File: config.mk
export PLATFORM = sky130hd
export DESIGN_NAME = mips_fetch_module
export DESIGN_NICKNAME = d
export VERILOG_FILES = /design/src/rtl/mips_fetch_module.sv
export SDC_FILE = /design/constraint.sdc
export NUM_CORES = 2
export LEC_CHECK = 0
export ABC_CLOCK_PERIOD_IN_PS = 13850
export CAP_MARGIN = 20
export CORE_MARGIN = 4
export CORE_UTILIZATION = 50
export DETAILED_ROUTE_END_ITERATION = 8
export MAX_ROUTING_LAYER = met4
export PLACE_DENSITY = 0.69
export RECOVER_POWER = 100
export SLEW_MARGIN = 20
export SYNTH_ARGS = -nofsm -noshare
export SYNTH_HDL_FRONTEND = slang
export SYNTH_SLANG_ARGS = --single-unit
File: constraint.sdc
create_clock -name clk -period 13.85 [get_ports clk]
set_clock_uncertainty 0.05 [all_clocks]
set_input_delay 2.0775 -clock clk [delete_from_list [all_inputs] [get_ports clk]]
set_output_delay 2.0775 -clock clk [all_outputs]
set_load 0.01 [all_outputs]
File: src/rtl/mips_fetch_module.sv
// MIPS IF stage: program counter plus a direct-mapped, read-only instruction
// cache filled one 128-bit line per miss cycle. The cache is invalidated only by reset.
module mips_fetch_module #(
   parameter int LINES = 16
) (
   input  logic         clk,
   input  logic         rst,
   input  logic [31:0]  pc_branch,
   input  logic [127:0] mem_in,
   input  logic         PCSrc,
   output logic [31:0]  instruction,
   output logic         hit,
   output logic [31:0]  add_out
);

   localparam int IDX_W = $clog2(LINES);
   localparam int TAG_W = 28 - IDX_W;

   // Address field helpers; PC[1:0] never reach the cache.
   function automatic logic [IDX_W-1:0] pc_index(input logic [31:0] pc);
      return pc[4 +: IDX_W];
   endfunction

   function automatic logic [TAG_W-1:0] pc_tag(input logic [31:0] pc);
      return pc[4 + IDX_W +: TAG_W];
   endfunction

   function automatic logic [31:0] line_word(input logic [127:0] line, input logic [1:0] sel);
      logic [31:0] w;
      case (sel)
         2'd0:    w = line[31:0];
         2'd1:    w = line[63:32];
         2'd2:    w = line[95:64];
         2'd3:    w = line[127:96];
         default: w = 32'h0000_0000;
      endcase
      return w;
   endfunction

   logic [31:0]      pc_r;
   logic [127:0]     data_r  [LINES];
   logic [TAG_W-1:0] tag_r   [LINES];
   logic [LINES-1:0] valid_r;

   logic [IDX_W-1:0] idx_s;
   logic [TAG_W-1:0] tag_s;
   logic             hit_s;
   logic [31:0]      word_s;
   logic [31:0]      pc_plus4_s;
   logic [31:0]      pc_next_s;
   logic             fill_s;

   // Cache lookup from the current PC.
   always_comb begin
      idx_s      = pc_index(pc_r);
      tag_s      = pc_tag(pc_r);
      hit_s      = valid_r[idx_s] && (tag_r[idx_s] == tag_s);
      word_s     = line_word(data_r[idx_s], pc_r[3:2]);
      pc_plus4_s = pc_r + 32'd4;
   end

   // Next PC and fill decision: a branch pre-empts a fill, a hit advances, a miss stalls one cycle.
   always_comb begin
      pc_next_s = pc_r;
      fill_s    = 1'b0;
      if (PCSrc) begin
         pc_next_s = pc_branch;
         fill_s    = 1'b0;
      end else if (hit_s) begin
         pc_next_s = pc_plus4_s;
         fill_s    = 1'b0;
      end else begin
         pc_next_s = pc_r;
         fill_s    = 1'b1;
      end
   end

   // Output drive to the IF/ID boundary; a miss presents a NOP.
   always_comb begin
      hit     = hit_s;
      add_out = pc_plus4_s;
      if (hit_s) begin
         instruction = word_s;
      end else begin
         instruction = 32'h0000_0000;
      end
   end

   // Program counter register.
   always_ff @(posedge clk) begin
      if (rst) begin
         pc_r <= 32'h0000_0000;
      end else begin
         pc_r <= pc_next_s;
      end
   end

   // Valid bits: cleared by reset, set when a line is filled.
   always_ff @(posedge clk) begin
      if (rst) begin
         valid_r <= '0;
      end else if (fill_s) begin
         valid_r[idx_s] <= 1'b1;
      end else begin
         valid_r <= valid_r;
      end
   end

   // Line data and tag storage; no reset needed since valid gates every use.
   always_ff @(posedge clk) begin
      if (!rst && fill_s) begin
         data_r[idx_s] <= mem_in;
         tag_r[idx_s]  <= tag_s;
      end
   end

endmodule

==> flow_metrics.tcl <==
set metrics [dict create \
    run_status "finished with violations" \
    violations "capacitance limit, slew limit" \
    grt.overflow.total 0 \
    critPathCaptureType "flop" \
    die_y_microns 446 \
    ant_nets 0 \
    first_global_vias 46100 \
    synth.net_count 4303 \
    cts_tree "built" \
    highest_fanout_seen_on_the_critical_path 64 \
    std_cell_rows 160 \
    grt_pass1_wl_microns 344000 \
    initial_core_utilization_pct 50.4 \
    fillers 13500 \
    cts_root_buf "sky130_fd_sc_hd__clkbuf_16" \
    layout_commonest_cell "sky130_fd_sc_hd__edfxtp_1" \
    fmax_mhz 88.2 \
    nets 4626 \
    cts_num_sinks 2484 \
    dpl-instance-area_sq_um 102000 \
    static-leakage-power_uw 0.0332 \
    nature_of_the_critical_path_startpoint "flop" \
    power.total_uw 15600 \
    floorplan_core_area_sq_um 191000 \
    tightest_slew_ps 4130 \
    final_cell_mix "sky130_fd_sc_hd__edfxtp_1, sky130_fd_sc_hd__mux4_2, sky130_fd_sc_hd__clkbuf_16, sky130_fd_sc_hd__dlygate4sd3_1, sky130_fd_sc_hd__nand2_1" \
    grt_max_degree 117 \
    flow.area_growth_from_synthesis_pct 13.2 \
    cts_made_buffers 234 \
    antenna_violations_before_repair 75 \
    syn-mean-instance-area_sq_um 23.2 \
    grt_setup_unrepaired "false" \
    worstSkewPairLatency_ps 880 \
    vdd_drop_max_v 0.000163 \
    drc_errors 0 \
    drt_first_pass_iters 5 \
    finalInstanceArea_sq_um 109000 \
    wirelength_microns 240000 \
    dpl.hpwl_microns 129000 \
    timing.final.crit_share_pct 81.8 \
    dieArea_sq_um 199000 \
    ys_seq_area_share_pct 77.1 \
    max-clock-path-buffers 3 \
    drt_iter0_drc 6329 \
    final_period_minus_worst_setup_slack_ps 11340 \
    critPathRequiredTime_ps 14250 \
    syn-instance-count 4136 \
    worst_ep_arrival_time_ps 11740 \
    portBuffers 227 \
    grt_util_all_layers_pct 25.0 \
    ys_dominant_reg_cell "sky130_fd_sc_hd__edfxtp_1" \
    post-cts-setup-buffer-count 0 \
    post_route_cells_drive_above_1_share_pct 24.8 \
    via_count 46100 \
    final_max_slew_viol_count 913 \
    worstSetupPathType "flop to flop" \
    cts.htree.levels 4 \
    timing.hold.worst.class "flop to flop" \
    cts.repair.resized 0 \
    setup-violations-final 0 \
    synth-edff-count 2432 \
    synth_area_sq_um 96100 \
    ioPinCount 228 \
    yosys_warnings 0 \
    hold_slack_ps 405 \
    clkSlewWorstSetupHoldPaths_ps 60 \
    routed_wire_length_per_instance_microns 33.4 \
    max_cap_violations 24 \
    power-per-cell-area_nw_per_um2 144 \
    final_hold_viol_count 0 \
    ys_ff_latch 2484 \
    asyncSetResetFlopFracSynth_pct 0 \
    holdBufCountCts 0 \
    netlist-cell-type-count 67 \
    average_via_count_per_standard_cell 6.41 \
    gpl.final_weighted_congestion 0.822 \
    max-slew-margin-rel_pct -176 \
    dieWidth_microns 446 \
]
power by group:
group / internal (uW) / switching [uW]
Sequential: 8340 / 30.4
Clock: 3410 / 2750
Combinational: 464 / 621
metrics by stage:
stage | worst slack, ps | std cells | util [%] | TNS (ps)
floorplan | -359 | 4136 | - | -834130
global placement | 5070 | 6731 | 53.3 | 0
detailed placement | 5090 | 6731 | 53.3 | 0
CTS | 4120 | 7158 | 57.2 | 0
global route | 1990 | 7174 | 57.1 | 0
finish | 2510 | 7185 | 57.1 | 0
registers in the layout (all words and copies together) (netlist names), named ones only:
register and flops:
valid_r 16, data_r 2048, tag_r 384, pc_r 32
final timing paths:
path,startpoint,to,slack (ps),cells after the start
worst max-delay path,flop,data_r[12][91],2510,15
worst min-delay path,valid_r[14],valid_r[14],400,2
worst max register to register,flop,data_r[12][91],2510,15
worst min register to register,valid_r[14],valid_r[14],400,2
critical path: stages, from the launching register on:
cell	delay [ps]
sky130_fd_sc_hd__dfxtp_4	720
sky130_fd_sc_hd__buf_4	850
sky130_fd_sc_hd__clkbuf_1	2300
sky130_fd_sc_hd__mux4_2	610
sky130_fd_sc_hd__mux2i_1	150
sky130_fd_sc_hd__or3_1	380
sky130_fd_sc_hd__and4_1	210
sky130_fd_sc_hd__nand4b_1	140
sky130_fd_sc_hd__buf_4	500
sky130_fd_sc_hd__or3_2	220
sky130_fd_sc_hd__buf_4	490
sky130_fd_sc_hd__inv_2	450
sky130_fd_sc_hd__nor3_1	270
sky130_fd_sc_hd__clkbuf_1	1150
sky130_fd_sc_hd__buf_4	910
sky130_fd_sc_hd__clkbuf_2	1330
Yosys cell counts (12+ instances only):
cell	count	area share (%)
sky130_fd_sc_hd__a21oi_1	22	0.11
sky130_fd_sc_hd__a22oi_1	36	0.28
sky130_fd_sc_hd__a311oi_1	41	0.37
sky130_fd_sc_hd__buf_1	34	0.13
sky130_fd_sc_hd__buf_2	62	0.32
sky130_fd_sc_hd__clkbuf_1	143	0.56
sky130_fd_sc_hd__dfxtp_1	52	1.1
sky130_fd_sc_hd__edfxtp_1	2432	76
sky130_fd_sc_hd__inv_1	26	0.10
sky130_fd_sc_hd__mux2_2	12	0.14
sky130_fd_sc_hd__mux2i_1	46	0.48
sky130_fd_sc_hd__mux4_2	721	17
sky130_fd_sc_hd__nand2_1	91	0.36
sky130_fd_sc_hd__nand2b_1	17	0.11
sky130_fd_sc_hd__nand3_1	34	0.18
sky130_fd_sc_hd__nor2_1	62	0.24
sky130_fd_sc_hd__nor3_1	24	0.12
sky130_fd_sc_hd__nor4_1	18	0.12
sky130_fd_sc_hd__o311a_1	12	0.12
sky130_fd_sc_hd__o31ai_1	19	0.15
sky130_fd_sc_hd__o32ai_1	17	0.15
sky130_fd_sc_hd__or4_1	19	0.15
sky130_fd_sc_hd__xnor2_1	29	0.26
sky130_fd_sc_hd__xor2_1	21	0.19
metal layers:
| layer | GRT usage (%) | up-vias | wire (microns) | share of wire [%] |
|---|---|---|---|---|
| met1 | 34.1 | 24800 | 92900 | 39 |
| li1 | - | 18500 | - | - |
| met4 | 6.45 | 0 | 6460 | 2.7 |
| met2 | 40.3 | 2391 | 121000 | 51 |
| met3 | 3.74 | 402 | 19200 | 8.0 |
| met5 | - | - | 0 | 0 |
area by class of cell:
cell class | instances | area (sq um) | area share, %
tap | 2511 | 3140 | 2.89
sequential | 2484 | 74100 | 68.1
antenna | 24 | 60.1 | 0.0552
inverter | 29 | 116 | 0.107
clock buffer | 287 | 6080 | 5.59
clock inverter | 140 | 1330 | 1.22
timing repair buffer | 344 | 3210 | 2.95
multi-input combinational | 1366 | 20800 | 19.1
cell families (layout without fill, tap and decap cells):
kind of cell / after synthesis / after routing / synth area share [%]
AOI/OAI and AO/OA: 196 / 196 / 1.60
xor gates and xnor gates: 51 / 51 / 0.473
adders and majority gates: 4 / 4 / 0.0521
buffers and inverters: 286 / 800 / 1.31
DFF: 2484 / 2484 / 77.1
muxes: 788 / 788 / 17.8
other: 0 / 24 / 0
and+or+nand+nor: 327 / 327 / 1.73
Note: power is estimated with default switching activity, not from simulation.
